**src/rtl/lsu_pkg.sv**
```systemverilog
// Shared types and helpers for the load/store unit.
// Decodes access size, lane enables and store-data replication.
package lsu_pkg;

  typedef enum logic [1:0] {
    IDLE,
    REQ,
    DONE
  } state_t;

  localparam logic [2:0] F3_B  = 3'b000;
  localparam logic [2:0] F3_H  = 3'b001;
  localparam logic [2:0] F3_W  = 3'b010;
  localparam logic [2:0] F3_BU = 3'b100;
  localparam logic [2:0] F3_HU = 3'b101;

  localparam logic [1:0] ERR_NONE     = 2'b00;
  localparam logic [1:0] ERR_MISALIGN = 2'b01;
  localparam logic [1:0] ERR_SIZE     = 2'b10;
  localparam logic [1:0] ERR_TIMEOUT  = 2'b11;

  function automatic logic f3_illegal(
    input logic       we,
    input logic [2:0] f3
  );
    if (we)
      return f3[2] | (f3[1:0] == 2'b11);
    return (f3 == 3'b011) | (f3[2:1] == 2'b11);
  endfunction

  function automatic logic misaligned(
    input logic [2:0] f3,
    input logic [1:0] a
  );
    return ((f3[1:0] == 2'b01) && a[0]) ||
           ((f3[1:0] == 2'b10) && (a != 2'b00));
  endfunction

  function automatic logic [3:0] byte_en(
    input logic [2:0] f3,
    input logic [1:0] a
  );
    logic [3:0] r;
    unique case (f3[1:0])
      2'b00:   r = 4'b0001 << a;
      2'b01:   r = 4'b0011 << a;
      default: r = 4'b1111;
    endcase
    return r;
  endfunction

  function automatic logic [31:0] store_data(
    input logic [2:0]  f3,
    input logic [31:0] wd
  );
    logic [31:0] r;
    unique case (f3[1:0])
      2'b00:   r = {4{wd[7:0]}};
      2'b01:   r = {2{wd[15:0]}};
      default: r = wd;
    endcase
    return r;
  endfunction

endpackage

```
**src/rtl/lsu_controller_if.sv**
```systemverilog
// Data-memory bus: valid/ack request with byte enables.
// master = load/store unit, slave = memory.
interface lsu_controller_if;

  logic        busReq;
  logic        busWe;
  logic [31:0] busAddr;
  logic [31:0] busWdata;
  logic [3:0]  busByteEn;
  logic        busAck;
  logic [31:0] busRdata;

  modport master (
    output busReq,
    output busWe,
    output busAddr,
    output busWdata,
    output busByteEn,
    input  busAck,
    input  busRdata
  );

  modport slave (
    input  busReq,
    input  busWe,
    input  busAddr,
    input  busWdata,
    input  busByteEn,
    output busAck,
    output busRdata
  );

endinterface

```
**src/rtl/lsu_load_align.sv**
```systemverilog
// Picks the addressed lane of a bus read word and
// sign- or zero-extends it to 32 bits.
module lsu_load_align
  import lsu_pkg::*;
(
  input  logic [31:0] rdata,
  input  logic [1:0]  addr,
  input  logic [2:0]  func3,
  output logic [31:0] data
);

  logic [31:0] lane;

  always_comb begin
    lane = rdata >> {addr, 3'b000};
    data = '0;
    unique case (1'b1)
      func3 == F3_B:  data = {{24{lane[7]}}, lane[7:0]};
      func3 == F3_H:  data = {{16{lane[15]}}, lane[15:0]};
      func3 == F3_W:  data = rdata;
      func3 == F3_BU: data = {24'b0, lane[7:0]};
      func3 == F3_HU: data = {16'b0, lane[15:0]};
      default:        data = '0;
    endcase
  end

endmodule

```
**src/rtl/lsu_controller.sv**
```systemverilog
// Load/store sequencer: runs one bus access per request,
// stalls the pipeline, reports misalign/size/timeout errors.
module lsu_controller
  import lsu_pkg::*;
#(
  parameter int TIMEOUT = 255
) (
  input  logic              clk,
  input  logic              reset,
  input  logic              memRead,
  input  logic              memWrite,
  input  logic [2:0]        func3,
  input  logic [31:0]       address,
  input  logic [31:0]       writeData,
  output logic              stall,
  output logic [31:0]       readData,
  output logic              accessError,
  output logic [1:0]        errorCode,
  lsu_controller_if.master  bus
);

  localparam logic [7:0] TO_LAST = 8'(TIMEOUT - 1);

  state_t      state;
  state_t      nxt;
  logic [31:0] a_q;
  logic [31:0] wd_q;
  logic [31:0] rd_q;
  logic [2:0]  f3_q;
  logic        we_q;
  logic [1:0]  err_q;
  logic [1:0]  err_d;
  logic [7:0]  cnt_q;
  logic [7:0]  cnt_d;
  logic        req;
  logic        in_req;
  logic        in_done;
  logic [31:0] ld_word;

  assign req = memRead | memWrite;

  always_comb begin
    nxt   = state;
    err_d = err_q;
    cnt_d = cnt_q;
    unique case (state)
      IDLE: begin
        if (req) begin
          cnt_d = '0;
          if (f3_illegal(memWrite, func3)) begin
            nxt   = DONE;
            err_d = ERR_SIZE;
          end else if (misaligned(func3, address[1:0])) begin
            nxt   = DONE;
            err_d = ERR_MISALIGN;
          end else begin
            nxt   = REQ;
            err_d = ERR_NONE;
          end
        end
      end
      REQ: begin
        // ack wins over timeout in the final allowed cycle
        if (bus.busAck) begin
          nxt = DONE;
        end else if (cnt_q == TO_LAST) begin
          nxt   = DONE;
          err_d = ERR_TIMEOUT;
        end else begin
          cnt_d = cnt_q + 8'd1;
        end
      end
      DONE:    nxt = IDLE;
      default: nxt = IDLE;
    endcase
  end

  always_ff @(posedge clk) begin
    if (reset) begin
      state <= IDLE;
      cnt_q <= '0;
      err_q <= ERR_NONE;
      a_q   <= '0;
      wd_q  <= '0;
      rd_q  <= '0;
      f3_q  <= '0;
      we_q  <= 1'b0;
    end else begin
      state <= nxt;
      cnt_q <= cnt_d;
      err_q <= err_d;
      if (state == IDLE && req) begin
        a_q  <= address;
        wd_q <= writeData;
        f3_q <= func3;
        we_q <= memWrite;
      end
      if (state == REQ && bus.busAck)
        rd_q <= bus.busRdata;
    end
  end

  lsu_load_align u_align (
    .rdata (rd_q),
    .addr  (a_q[1:0]),
    .func3 (f3_q),
    .data  (ld_word)
  );

  assign in_req  = (state == REQ);
  assign in_done = (state == DONE);

  assign stall = ~reset &
                 (in_req | ((state == IDLE) & req));

  assign bus.busReq    = in_req;
  assign bus.busWe     = in_req & we_q;
  assign bus.busAddr   = in_req ? {a_q[31:2], 2'b00} : '0;
  assign bus.busByteEn = in_req ? byte_en(f3_q, a_q[1:0]) : '0;
  assign bus.busWdata  = in_req ? store_data(f3_q, wd_q) : '0;

  assign readData = (in_done && err_q == ERR_NONE && !we_q)
                    ? ld_word : '0;
  assign accessError = in_done && (err_q != ERR_NONE);
  assign errorCode   = in_done ? err_q : ERR_NONE;

endmodule

```
**src/flat_wrapper.sv**
```systemverilog
// flat-port wrapper written by rule: the top's interface ports become plain ports
module lsu_controller_flat import lsu_pkg::*;
#(
  parameter int TIMEOUT = 255
)
  (clk, reset, memRead, memWrite, func3, address, writeData, stall, readData, accessError, errorCode, bus_busReq, bus_busWe, bus_busAddr, bus_busWdata, bus_busByteEn, bus_busAck, bus_busRdata);
  lsu_controller_if bus_i ();
  input  logic clk;
  input  logic reset;
  input  logic memRead;
  input  logic memWrite;
  input  logic [2:0] func3;
  input  logic [31:0] address;
  input  logic [31:0] writeData;
  output logic stall;
  output logic [31:0] readData;
  output logic accessError;
  output logic [1:0] errorCode;
  output wire logic [$bits(bus_i.busReq)-1:0] bus_busReq;
  output wire logic [$bits(bus_i.busWe)-1:0] bus_busWe;
  output wire logic [$bits(bus_i.busAddr)-1:0] bus_busAddr;
  output wire logic [$bits(bus_i.busWdata)-1:0] bus_busWdata;
  output wire logic [$bits(bus_i.busByteEn)-1:0] bus_busByteEn;
  input wire logic [$bits(bus_i.busAck)-1:0] bus_busAck;
  input wire logic [$bits(bus_i.busRdata)-1:0] bus_busRdata;
  assign bus_busReq = bus_i.busReq;
  assign bus_busWe = bus_i.busWe;
  assign bus_busAddr = bus_i.busAddr;
  assign bus_busWdata = bus_i.busWdata;
  assign bus_busByteEn = bus_i.busByteEn;
  assign bus_i.busAck = bus_busAck;
  assign bus_i.busRdata = bus_busRdata;
  lsu_controller #(.TIMEOUT(TIMEOUT)) u_core (.clk(clk), .reset(reset), .memRead(memRead), .memWrite(memWrite), .func3(func3), .address(address), .writeData(writeData), .stall(stall), .readData(readData), .accessError(accessError), .errorCode(errorCode), .bus(bus_i));
endmodule
```
**config.mk**
```make
export PLATFORM = sky130hd
export DESIGN_NAME = lsu_controller_flat
export DESIGN_NICKNAME = d
export VERILOG_FILES = /design/src/rtl/lsu_pkg.sv /design/src/rtl/lsu_controller_if.sv /design/src/rtl/lsu_load_align.sv /design/src/rtl/lsu_controller.sv /design/src/flat_wrapper.sv
export SDC_FILE = /design/constraint.sdc
export NUM_CORES = 1
export LEC_CHECK = 0
export CORE_MARGIN = 10
export CORE_UTILIZATION = 35
export DETAILED_ROUTE_END_ITERATION = 10
export DONT_BUFFER_PORTS = 1
export RECOVER_POWER = 50
export SYNTH_ARGS = -nofsm -noshare
export SYNTH_HDL_FRONTEND = slang
export SYNTH_SLANG_ARGS = --single-unit
```
**constraint.sdc**
```tcl
create_clock -name clk -period 4.4 [get_ports clk]
set_input_delay 0.88 -clock clk [delete_from_list [all_inputs] [get_ports clk]]
set_output_delay 0.88 -clock clk [all_outputs]
set_load 0.01 [all_outputs]
```
# [Yosys cells after proc, flatten, opt, wreduce, memory -nomap -nowiden]
# Cells that the tools add are included.
[op_classes] bitwise=8 n_shift=3 n_eq_ne=18 mux=31 addsub=1 n_reduce_logical=19
[op_table] operator="$pmux W32 S5" count=1
[op_table] operator="$mux W32" count=3
[op_table] operator="$pmux W32 S2" count=1
[op_table] operator="$shr A32 B5 Y16" count=1
[op_table] operator="$mux W8" count=3
[op_table] operator="$mux W2" count=10
[op_table] operator="$pmux W8 S2" count=1
[op_table] operator="$add A8 B1 Y8 const B" count=1
[op_table] operator="$eq A2 B2 Y1 const B" count=4
[op_table] operator="$eq A8 B8 Y1 const B" count=1
[op_table] operator="$mux W1" count=8
[op_table] operator="$pmux W2 S2" count=2
[op_table] operator="$pmux W4 S2" count=1
[op_table] operator="$reduce_and A4 Y1" count=2
[op_table] operator="$logic_and A1 B1 Y1" count=7
[op_table] operator="$eq A2 B1 Y1 const B" count=3
[op_table] operator="$eq A3 B2 Y1 const B" count=2
[op_table] operator="$eq A3 B3 Y1 const B" count=2
[op_table] operator="$logic_not A2 Y1" count=3
[op_table] operator="$ne A2 B2 Y1 const B" count=3
[op_table] operator="$reduce_bool A2 Y1" count=3
[op_table] operator="$mux W4" count=1
[op_table] operator="$or A1 B1 Y1" count=4
[op_table] operator="$shl A1 B2 Y4 const A" count=1
[op_table] operator="10 further kinds" count=12
[word_totals] output_inout_bits=106 wordCells=88 reg_bits=112

# [Longest topological paths before layout]
# Gate-level depths: netlist of run 1.
[depth] ltp_word=9 ltp_mapped=7 mapped_depth_nobuf=6

# [By module]
# From an unflattened synthesis of run 1, not the netlist that was laid out.
[hier_totals] hier_cells=815 area_unflattened_um2=5955.7
[by_module_without_submodules] mod="lsu_controller" cells_per_inst=701 instances=1 area_each_um2=5118.7
[by_module_without_submodules] mod="lsu_load_align" cells_per_inst=114 instances=1 area_each_um2=837.1

# [Least setup slack after synthesis of run 1]
# OpenSTA, ideal clock, no wires.
[synth_path] path_type="input -> output" from="in memWrite" to="out stall" setup_slack_ps=1914 path_stages=4 arrival_time_ps=1606 required_ps=3520 cell_sequence="o21ai_2 > buf_2 > buf_2 > a21oi_1"
[synth_between] elab_chain_len=4
[synth_rtl] element="from (decl)" line="flat_wrapper.sv:11" source="input logic memWrite;"
[synth_rtl] element="$or A1 B1 Y1" line="lsu_controller.sv:40" source="assign req = memRead | memWrite;"
[synth_rtl] element="$and A1 B1 Y1" line="lsu_controller.sv:114" source="(in_req | ((state == IDLE) & req));"
[synth_rtl] element="$or A1 B1 Y1" line="lsu_controller.sv:114"
[synth_rtl] element="$and A1 B1 Y1" line="lsu_controller.sv:113" source="assign stall = ~reset &"
[synth_rtl] element="to (decl)" line="flat_wrapper.sv:15" source="output logic stall;"
# Every way passes these cells.

# [Worst setup path after layout of run 1]
[layout_path] from="reg u_core.a_q[0]" to="out readData[31]"
[layout_between] elab_chain_len=3
[layout_rtl] element="from (decl)" line="lsu_controller.sv:26" source="logic [31:0] a_q;"
[layout_rtl] element="from (signal assigned)" line="lsu_controller.sv:93" source="a_q <= address;"
[layout_rtl] element="$shr A32 B5 Y16" line="lsu_load_align.sv:15" source="lane = rdata >> {addr, 3'b000};"
[layout_rtl] element="$pmux W32 S5" line="lsu_load_align.sv:17" source="unique case (1'b1)"
[layout_rtl] element="$mux W32" line="lsu_controller.sv:123" source="? ld_word : '0;"
[layout_rtl] element="to (decl)" line="flat_wrapper.sv:16" source="output logic [31:0] readData;"
# Every way passes these cells.

==> results of run 1 <==
routing by layer:
metal / up-vias / GRT usage [%] / wire, µm
met2: 202 / 25.22 / 8469
met5: - / 0 / 0
li1: 2557 / - / -
met4: 0 / 5.847 / 448
met3: 25 / 7.737 / 2015
met1: 2451 / 20.77 / 8158
state kept, by name, summed over array words and instances, names as in the netlist:
register	count
u_core.f3_q	3
u_core.rd_q	32
u_core.err_q	2
u_core.wd_q	32
u_core.a_q	32
u_core.state	2
u_core.cnt_q	8
u_core.we_q	1
logic make-up (layout without fill, tap and decap cells):
family | count (synthesis) | count (layout) | share of synthesized area (%)
and+or+nand+nor | 360 | 360 | 27.36
adders and majority gates | 2 | 2 | 0.4353
muxes | 26 | 26 | 4.789
AOI/OAI and AO/OA | 215 | 215 | 22.79
DFF | 112 | 112 | 39.01
buffers and inverters | 68 | 28 | 5.398
xor gates and xnor gates | 1 | 1 | 0.1524
other | 1 | 2 | 0.06524
critical path, cell delays in order (launching register included):
cell and delay (ns):
dfxtp_1 0.76, nor3b_1 0.32, a22oi_2 0.14, a211oi_4 0.65, a21o_1 0.21
worst max-delay path by stage:
stage,startpoint,to,slack (ns),depth (start not counted)
after global placement,u_core.a_q[0]$_SDFFE_PP0P_,readData[23],1.47,4
final,u_core.a_q[0]$_SDFFE_PP0P_,readData[31],1.08,4
after detailed placement,u_core.a_q[0]$_SDFFE_PP0P_,readData[31],1.46,4
after floorplan,memWrite,stall,1.91,4
after global routing,u_core.state[0]$_SDFFE_PP0P_,u_core.rd_q[3]$_SDFFE_PP0P_,0.79,6
after CTS,u_core.a_q[0]$_SDFFE_PP0P_,readData[31],1.04,4
final cells by class:
type                       instances  area, µm²  area share (%)
tap                              216      270.3           4.451
clock buffer                      11      242.7           3.998
timing repair buffer               7      50.05          0.8242
sequential                       112       2242           36.93
multi-input combinational        606       3201           52.71
inverter                           5      18.77          0.3091
clock inverter                     5      47.55          0.7830
cells in the final DEF (no fill, tap or decap), types with 6 or more instances in the layout:
master       n
o21ai_0     15
buf_4        6
a31oi_1     10
a22o_1      15
mux2i_1     17
nand2_1    224
nand3_1      6
mux2_2       8
nor2_1      48
a21o_1      17
a22oi_1      9
and2_1      46
clkbuf_16    9
a21oi_1    127
dfxtp_1    112
power breakdown:
part | internal (W) | total [W] | leakage [nW] | switching (W)
combinational | 0.000111 | 0.000346 | 1.17 | 0.000235
clock | 0.000413 | 0.000827 | 0.141 | 0.000414
sequential | 0.00108 | 0.00114 | 0.917 | 0.0000608
total | 0.00161 | 0.00232 | 2.23 | 0.000709
cells in the mapped netlist (all sizes together), types with 2 or more instances:
| library cell | n |
|---|---|
| mux2 | 9 |
| nor3b | 3 |
| nor3 | 3 |
| a31oi | 10 |
| and2 | 48 |
| clkbuf | 32 |
| o211ai | 2 |
| or2 | 4 |
| nand3 | 6 |
| nor2 | 51 |
| a22oi | 10 |
| o31ai | 3 |
| a211oi | 4 |
| o21ai | 16 |
| or4 | 3 |
| nand2 | 225 |
| dfxtp | 112 |
| or3 | 5 |
| mux2i | 17 |
| nor2b | 4 |
| a21o | 17 |
| inv | 5 |
| ha | 2 |
| a22o | 15 |
| a2111oi | 2 |
| buf | 31 |
| a21oi | 128 |
| nand4 | 5 |
metrics by stage:
step                worst slack [ns]  utilization (%)  cells  total power, W  hold WS (ns)
floorplan                      1.914                -    786        0.001445        0.4317
global placement               1.473            36.22    946        0.001512        0.4319
detailed placement             1.460            36.22    946        0.001517        0.4359
CTS                            1.044            38.04    962        0.002354        0.4479
global route                  0.7872            37.95    962        0.002449        0.4701
finish                         1.085            37.95    962        0.002317        0.4466
==> flow_summary.json, run 1 <==
{
  "grt_max_degree": 107,
  "post-cts-setup-buffers": 0,
  "synth_cell_type_count": 55,
  "fp.dieH_um": 148.2,
  "wl_per_cell_um": 19.85,
  "r2r_slack_ns": 1.19,
  "antennaDiodeCount": 0,
  "period_minus_slack_ns": 3.315,
  "syn2layout_area_growth_pct": 5.638,
  "p_leak_nw": 2.225,
  "ant_nets": 0,
  "ys_ff_latch": 112,
  "vias": 5235,
  "post_dp_cell_area_um2": 5796,
  "cts_resized": 0,
  "initial_utilization_pct": 35.92,
  "drv_cap": 0,
  "portBuffers": 0,
  "worst_pin_slew_ns": 1.481,
  "grt_overflow": 0,
  "grt_pass1_vias": 4995,
  "start_kind": "flop",
  "first_pass_iters": 5,
  "rsz0062_at_grt": "no",
  "routed_wl_um": 19090,
  "cts-root-buf": "clkbuf_16",
  "rr_worst_depth": 6,
  "grt_usage_pct": 16.83,
  "yosys_most_used_dff": "dfxtp_1",
  "rr_endpoint": "u_core.rd_q[2]$_SDFFE_PP0P_",
  "ys_async_sr_fraction_pct": 0,
  "gp_congestion": 0.8627,
  "clock_path_buffers": 2,
  "synthCells": 785,
  "place_hpwl_um": 13590,
  "final_area_um2": 6072,
  "row_count": 46,
  "reg2reg_from": "u_core.state[0]$_SDFFE_PP0P_",
  "yosysWarnings": 0,
  "grt_pass1_wl_um": 29310,
  "hold_buffers": 0,
  "critical_path_required_ns": 3.52,
  "cts.sinks": 112,
  "cts_tree": "done",
  "synth_area_per_cell_um2": 7.322,
  "htree_levels": 3,
  "slew-limit-headroom_pct": 1.274,
  "hold_path.startpoint": "u_core.a_q[13]$_SDFFE_PP0P_",
  "drcViolationCount": 0,
  "fp.dieW_um": 148.2,
  "core-area_um2": 16000,
  "cellPowerDensity_nw_per_um2": 381.5,
  "fmax_mhz": 301.6,
  "vdd_drop_max_uv": 210.7,
  "min_to": "u_core.a_q[13]$_SDFFE_PP0P_",
  "netlist_area_um2": 5748,
  "outcome": "completed",
  "die-area_um2": 21950,
  "holdCritPathClass": "flop to flop",
  "drt_iter0_drc": 352,
  "antenna_found_initial": 0,
  "cp-end-kind": "primary output",
  "synth.top_cell.area_share_pct": 39.01,
  "yosysSeqAreaShare_pct": 39.01,
  "period_share_pct": 75.35,
  "via_per_inst": 5.442,
  "synth_area_leaders": "dfxtp_1 39%, nand2_1 15%, a21oi_1 11%",
  "arrival_ns": 2.44,
  "drive_gt1_share_pct": 5.764,
  "fillers": 1774,
  "setup_tns_ns": 0,
  "critPathMaxFanout": 19,
  "pin_count": 210,
  "cts_made_buffers": 9,
  "hold_violations": 0,
  "insertion_delay_ns": 0.36,
  "setup_viol": 0,
  "critPathKind": "flop to primary output",
  "clk_pin_slew_worst_paths_ns": 0.08,
  "synth_edf_count": 0,
  "hold_path_depth": 2,
  "timing.final.max_slew_violations": 0,
  "synth_top_cell_by_area": "dfxtp_1",
  "skew_ns": 0.01034,
  "num-nets-final": 847
}
(Power assumes the default switching activity.)
==> inputs of run 2 (changes only) <==
==> constraint.sdc (replaced) <==
create_clock -name clk -period 2.95 [get_ports clk]
set_input_delay 0.59 -clock clk [delete_from_list [all_inputs] [get_ports clk]]
set_output_delay 0.59 -clock clk [all_outputs]
set_load 0.01 [all_outputs]
==> run 2 against run 1 <==
Utilization is 0.38 points higher. Combinational power is 51% higher. Sequential share of layout area is 0.36 points lower. Critical path depth stayed put. Die area stayed put. Flip-flop and latch count stayed put. Via count is 1.3% lower. Sequential power is 50% higher. Setup slack worse by 0.95 ns. Worst hold slack worse by 0.15 ns.
==> flow_summary.json, run 2 (synthesis results as in run 1) <==
{
  "outcome": "completed",
  "routed_wl_um": 18970,
  "initial_utilization_pct": 35.92,
  "timing.final.ws_setup_ns": 0.1342,
  "cts-root-buf": "clkbuf_16",
  "final_cells": 967,
  "vdd_drop_max_uv": 344.8,
  "drv_cap": 0,
  "antennaDiodeCount": 0,
  "rsz0062_at_grt": "no",
  "critPathMaxFanout": 17,
  "fp.dieW_um": 148.2,
  "period_share_pct": 95.45,
  "arrival_ns": 2.23,
  "htree_levels": 3,
  "cellPowerDensity_nw_per_um2": 557.1,
  "setup_viol": 0,
  "via_per_inst": 5.345,
  "final_cell_mix": "224 x nand2_1, 127 x a21oi_1, 112 x dfxtp_1, 48 x nor2_1, 46 x and2_1",
  "cp-end-kind": "primary output",
  "start_kind": "flop",
  "drcViolationCount": 0,
  "cts_tree": "done",
  "ant_nets": 0,
  "critical_path_required_ns": 2.36,
  "drive_gt1_share_pct": 6.924,
  "period_minus_slack_ns": 2.816,
  "grt_overflow": 0,
  "portBuffers": 0,
  "hold_buffers": 0,
  "grt_pass1_vias": 4990,
  "power_frac_clock_pct": 34.8,
  "core-area_um2": 16000,
  "place_hpwl_um": 13650,
  "switching_share_pct": 30.03,
  "largest_registers": "u_core.a_q x32, u_core.rd_q x32, u_core.wd_q x32",
  "clk_pin_slew_worst_paths_ns": 0.08,
  "insertion_delay_ns": 0.35,
  "fp.dieH_um": 148.2,
  "num-nets-final": 852,
  "pre_cts_ws_ns": 0.3804,
  "worst_pin_slew_ns": 1.436,
  "skew_ns": 0.005781,
  "die-area_um2": 21950,
  "placed_cells": 949,
  "fmax_mhz": 355.1,
  "setup_tns_ns": 0,
  "timing.final.max_slew_violations": 0,
  "first_pass_iters": 5,
  "sequentialPowerShare_pct": 50.0,
  "slew-limit-headroom_pct": 4.299,
  "pin_count": 210,
  "critPathKind": "flop to primary output",
  "wl_per_cell_um": 19.62,
  "grt_max_degree": 107,
  "grt_usage_pct": 16.64,
  "cts_made_buffers": 9,
  "fillers": 1789,
  "hold_violations": 0,
  "layout_commonest_cell": "nand2_1",
  "internal_power_w": 0.002390,
  "gp_congestion": 0.8207,
  "row_count": 46,
  "power_w": 0.003416,
  "cts.sinks": 112,
  "grt_pass1_wl_um": 29370,
  "switchingPower_w": 0.001026,
  "whs_ns": 0.2958,
  "clock_path_buffers": 2,
  "p_leak_nw": 2.256,
  "syn2layout_area_growth_pct": 6.683,
  "holdCritPathClass": "input port to flop",
  "antenna_found_initial": 0,
  "vias": 5169,
  "power_frac_comb_pct": 15.3,
  "drt_iter0_drc": 307
}
run 2: cell count changes in the layout (fill, tap and decap cells not counted), moves of 2 or more:
cell / previous run / this run
buf_12: 0 / 2
buf_4: 6 / 8
clkinv_2: 0 / 2
clkinv_4: 0 / 2
inv_1: 5 / 3
inv_2: 0 / 2
inv_8: 2 / 0
run 2: critical path, stage by stage, from the launching register on:
cell and delay (ns):
dfxtp_1 0.71, mux2_4 0.29, a22oi_2 0.09, or2_1 0.33
a31oi_1 0.45
run 2: per-stage QoR:
step                      utilization [%]  cell area [µm²]
after global placement              36.44             5831
final                               38.32             6132
after floorplan                         -             5752
after global routing                38.32             6132
after CTS                           38.25             6121
after detailed placement            36.44             5831
run 2: per-layer routing:
metal | vias up | wire (µm) | share of wire (%) | track usage (%)
li1 | 2561 | - | - | -
met1 | 2403 | 8109 | 43 | 20.67
met2 | 188 | 8474 | 45 | 25.27
met3 | 17 | 2071 | 11 | 7.888
met4 | 0 | 316 | 1.7 | 4.311
met5 | - | 0 | 0 | 0
run 2: path summary, 6_finish.rpt:
| check | start | end | slack, ns | depth (start not counted) |
|---|---|---|---|---|
| worst max-delay path | u_core.a_q[1]$_SDFFE_PP0P_ | readData[15] | 0.13 | 4 |
| worst max register to register | u_core.state[0]$_SDFFE_PP0P_ | u_core.err_q[0]$_SDFFE_PP0P_ | 0.39 | 5 |
| worst min-delay path | reset | u_core.a_q[21]$_SDFFE_PP0P_ | 0.30 | 1 |
| worst min register to register | u_core.a_q[8]$_SDFFE_PP0P_ | u_core.a_q[8]$_SDFFE_PP0P_ | 0.45 | 2 |
run 2: final cells by class:
class	count	area (µm²)	share of cell area (%)
multi-input cells	606	3208	52.32
well taps	216	270.3	4.407
repair buffers	12	110.1	1.796
inverters	5	18.77	0.3061
clock inverters	6	43.79	0.7141
clock buffers	10	239.0	3.897
flip-flops and latches	112	2242	36.56
run 2: power groups by stage:
stage / registers, W / logic [W] / clock network (W)
2_1_floorplan: 0.00170 / 0.000456 / 0
3_3_place_gp: 0.00174 / 0.000522 / 0
3_5_place_dp: 0.00174 / 0.000527 / 0
4_1_cts: 0.00171 / 0.000530 / 0.00123
5_1_grt: 0.00172 / 0.000594 / 0.00128
6_report: 0.00171 / 0.000522 / 0.00119
run 2: repair_timing:
| action | 4_1_cts | 5_1_grt |
|---|---|---|
| pin swaps | 1 | 1 |
| gates resized for setup | 0 | 2 |
| setup endpoints to repair | 1 | 22 |
| buffers inserted | 1 | 1 |
==> variant 1 (settings of run 1) <==
`TIMEOUT` is set to 255 in 2 places; all go to 127.
--- a/src/rtl/lsu_controller.sv
+++ b/src/rtl/lsu_controller.sv
@@ -5,3 +5,3 @@
 #(
-  parameter int TIMEOUT = 255
+  parameter int TIMEOUT = 127
 ) (
--- a/src/flat_wrapper.sv
+++ b/src/flat_wrapper.sv
@@ -3,3 +3,3 @@
 #(
-  parameter int TIMEOUT = 255
+  parameter int TIMEOUT = 127
 )
Check against the original RTL: no difference found for any inputs over 4 cycles, from zero or initial values and one cycle with reset high; that may be too few to reach the edited logic, so the function may still have changed.
==> variant 1 against run 1 <==
Non-clock buffer count shrank 1; largest cell class unchanged; area after synthesis is essentially flat; final area grew 0.14%; sequential power is essentially flat; global-route usage decreased by 0.36 points; critical endpoint is now readData[19]; power grew 0.65%; register-to-register slack better by 0.05 ns; routed wire length decreased by 0.99%; worst setup slack got worse by 0.44 ns; sequential cell count stayed put.
==> variant 1: results (changes against run 1) <==
- Tot GR Track Use: 16.5% (was 16.8%)
- First-pass GRT wire length: 28,900 microns (was 29,300 microns)
- Worst Hold End: u_core.a_q[14] (was u_core.a_q[13])
- Crit path largest cell delay: 0.81 ns (was 0.76 ns)
- Non-Filler Instances: 961 (was 962)
- Reg2Reg Setup Slack: 1.24 ns (was 1.19 ns)
- Placed cell area: 0.00579 sq mm (was 0.00580 sq mm)
- Post-synthesis sequential area ratio: 39.0% (about the same)
- Dpl hpwl: 13,500 microns (was 13,600 microns)
- Hold path startpoint: u_core.a_q[14] (was u_core.a_q[13])
- Via-per-instance ratio: 5.43 (was 5.44)
- Vias in the first global route: 4,968 (was 4,995)
- Run status: completed (unchanged)
- Synth Area per Inst: 7.33 sq um (was 7.32 sq um)
- First-pass DRT Iterations: 4 (was 5)
- Share of cells above drive strength 1: 5.50% (was 5.76%)
- Crit Path Max Fanout: 21 (was 19)
- Placer Congestion: 0.854 (was 0.863)
- WL final: 18,900 microns (was 19,100 microns)
- Largest delay share family, worst path: compound AO/OA/AOI/OAI gates (unchanged)
- Netlist cell types: 56 (was 55)
- Peak supply drop: 0.200 mV (was 0.211 mV)
- Fin nets: 846 (was 847)
- Pleak: 2.22 nW (was 2.23 nW)
- Placed Cells incl. Taps: 945 (was 946)
- TritonCTS buffer count: 9 (unchanged)
- Crit path max-delay cell type: clkbuf_1 (was dfxtp_1)
- Worst hold slack: 0.444 ns (was 0.447 ns)
- 1st-iter DRT viols: 379 (was 352)
- Setup Skew: 0.0111 ns (was 0.0103 ns)
- Slew headroom: 18.6% (was 1.27%)
variant 1: cell count changes after synthesis:
cell	delta
nand4b_1	+2
nand4_1	-2
variant 1: worst max-delay path by stage:
stage,startpoint,end,slack (ns)
2_1_floorplan,memWrite,stall,1.91
3_3_place_gp,u_core.a_q[0],readData[17],1.48
3_5_place_dp,u_core.a_q[0],readData[27],1.43
4_1_cts,u_core.a_q[0],readData[27],1.01
5_1_grt,u_core.f3_q[0],readData[19],0.46
6_report,u_core.f3_q[0],readData[19],0.64
variant 1: power by group through the flow:
stage / Combinational, mW / Clock (mW) / Sequential, mW
2_1_floorplan: 0.306 / 0 / 1.14
3_3_place_gp: 0.345 / 0 / 1.16
3_5_place_dp: 0.350 / 0 / 1.17
4_1_cts: 0.350 / 0.880 / 1.14
5_1_grt: 0.390 / 0.917 / 1.15
6_report: 0.342 / 0.847 / 1.14
variant 1: kinds of logic (layout without fill, tap and decap cells):
logic type,Yosys count,after routing,share of synthesized area [%]
simple gates,360,360,27.4
buf+inv,68,27,5.39
flops,112,112,39.0
fa+ha+maj,2,2,0.435
xor+xnor,1,1,0.152
compound gates,215,215,22.8
mux,26,26,4.78
other cells,1,2,0.0652
variant 1: area by class of cell:
| cell class | count | area, sq um |
|---|---|---|
| timing repair buffer | 6 | 37.5 |
| sequential | 112 | 2240 |
| fill | 1736 | 9920 |
| clock buffer | 9 | 225 |
| clock inverter | 7 | 81.3 |
| inverter | 5 | 18.8 |
| multi-input combinational | 606 | 3210 |
| tap | 216 | 270 |
variant 1: routing by layer:
metal  vias to the layer above  routed length, microns  share of wire (%)  global-route usage, %
li1                       2557                       -                  -                      -
met1                      2411                    8140                 43                   20.8
met2                       229                    8320                 44                   24.6
met3                        22                    1990                 11                   6.71
met4                         0                     456                2.4                   5.85
met5                         -                       0                  0                      0
variant 1: per-stage QoR:
step / setup slack, ns / util (%)
5_1_grt: 0.460 / 38.0
3_5_place_dp: 1.43 / 36.2
4_1_cts: 1.01 / 38.1
3_3_place_gp: 1.48 / 36.2
2_1_floorplan: 1.91 / -
6_report: 0.644 / 38.0
variant 1: worst reg2reg max path: stages (launching register included):
cell      delay, ns
dfxtp_1        0.48
nand2b_1       0.09
buf_4          0.24
inv_1          0.84
and2_1         1.08
nand2_1        0.19
a21oi_1        0.17
==> variant 2 (flow settings as in run 1) <==
Made on the original files. Make the reset (`reset`) asynchronous in one clocked block.
--- a/src/rtl/lsu_controller.sv
+++ b/src/rtl/lsu_controller.sv
@@ -77,3 +77,3 @@
 
-  always_ff @(posedge clk) begin
+  always_ff @(posedge clk or posedge reset) begin
     if (reset) begin
Formal check against the unedited RTL: differs if reset is asserted again (counterexample within 4 cycles, from zero or initial values and one cycle with reset high); with reset held inactive, the same outputs for 4 cycles.
==> variant 2 against run 1 <==
The run now ends with capacitance limit, slew limit left; sequential cell count unchanged; cell count down 6.8%; count of clock-buffer cells in the layout down 1; critical path depth unchanged; final area up 6.6%; routed wire length down 3.5%; area after synthesis up 5.1%; global-route usage down 1.2 points; worst setup slack worse by 0.34 ns; hold slack better by 0.025 ns; critical endpoint is now readData[11].
Power is not compared: it rests on default switching activity, and its combinational part moved more than twofold at a synthesized area within 25%.
==> variant 2: results (changes against run 1) <==
- Crit path largest cell delay: 0.86 ns (was 0.76 ns)
- Met2 WL: 8060 microns (was 8470 microns)
- Reg2Reg Setup Slack: 1.01 ns (was 1.19 ns)
- Post-synthesis sequential area ratio: 46.4% (was 39.0%)
- Max Cap Viol: 2 (was 0)
- Compound-gate portion of the synthesized area: 12.6% (was 22.8%)
- Run status: finished with violations (was completed)
- Post-synth top cells: 239 x nand2_1, 112 x dfrtp_1, 51 x and2_1, 43 x a21oi_1, 41 x mux2_2 (was 224 x nand2_1, 127 x a21oi_1, 112 x dfxtp_1, 48 x and2_1, 48 x nor2_1)
- Routed wire length per instance: 20.5 microns (was 19.8 microns)
- RR Endpoint: u_core.cnt_q[7] (was u_core.rd_q[2])
- Plain + repair buffers: 10 (was 7)
- Pin count of the biggest net entering global routing: 70 (was 107)
- Placed Cells incl. Taps: 880 (was 946)
- Arr. time, crit path: 2.77 ns (was 2.44 ns)
- Hold path startpoint: u_core.a_q[3] (was u_core.a_q[13])
- Crit path to: readData[11] (was readData[31])
- Xor/xnor cell area share of the yosys netlist: 0% (was 0.152%)
- Worst Hold End: u_core.a_q[3] (was u_core.a_q[13])
- Fraction of area in multi-input gates: 46.6% (was 52.7%)
- Met2 usage in global routing: 23.3% (was 25.2%)
- Share of cells above drive strength 1: 12.1% (was 5.76%)
- Pins Over Slew Limit: 105 (was 0)
- Met1 Usage GRT: 19.2% (was 20.8%)
- Placer Congestion: 0.896 (was 0.863)
- First-pass GRT wire length: 27,900 microns (was 29,300 microns)
- Main flop type after synthesis: dfrtp_1 (was dfxtp_1)
- Fin nets: 778 (was 847)
- Clock buf/inv share: 4.49% (was 4.78%)
- Inverter count: 6 (was 5)
- Netlist cell types: 45 (was 55)
- 1st-iter DRT viols: 281 (was 352)
- #MultiIn Comb: 533 (was 606)
- CP startpoint: u_core.f3_q[0] (was u_core.a_q[0])
- Worst Max-Slew Pin Slew: 3.09 ns (was 1.48 ns)
- Wire length on met1: 7420 microns (was 8160 microns)
- Post-synthesis async set-or-reset flop share: 100% (was 0%)
- Dpl hpwl: 13,700 microns (was 13,600 microns)
- Fillers: 1,744 (was 1,774)
- Tot GR Track Use: 15.6% (was 16.8%)
- WL final: 18,400 microns (was 19,100 microns)
- Failing checks: capacitance limit, slew limit
- Metal3 WL: 2540 microns (was 2020 microns)
- Via-per-instance ratio: 5.41 (was 5.44)
- Reg2reg start: u_core.state[0] (unchanged)
## variant 2: cell count changes after synthesis, sizes merged, moves of 7 or more
cell | before | now
dfrtp | 0 | 112
a31oi | 10 | 0
o2bb2ai | 0 | 7
a21oi | 128 | 53
mux2 | 9 | 41
nand2 | 225 | 240
nor2 | 51 | 33
buf | 31 | 16
dfxtp | 112 | 0
a21o | 17 | 2
## variant 2: where the power goes
part | internal, mW | total (mW) | leakage, nW | switching, mW
clock | 0.399 | 0.806 | 0.138 | 0.407
combinational | 0.811 | 2.08 | 1.42 | 1.27
sequential | 1.51 | 2.01 | 1.37 | 0.500
total | 2.72 | 4.89 | 2.94 | 2.17
## variant 2: through the flow
step	power (mW)	util (%)	worst slack (ns)	hold slack (ns)	cell area, sq um
finish	4.89	38.6	0.745	0.472	6470
global route	5.29	38.6	0.444	0.492	6470
CTS	4.92	38.7	0.776	0.371	6480
detailed placement	4.10	36.9	1.19	0.459	6190
global placement	4.01	36.9	1.28	0.450	6190
floorplan	3.56	-	0.561	0.437	6040
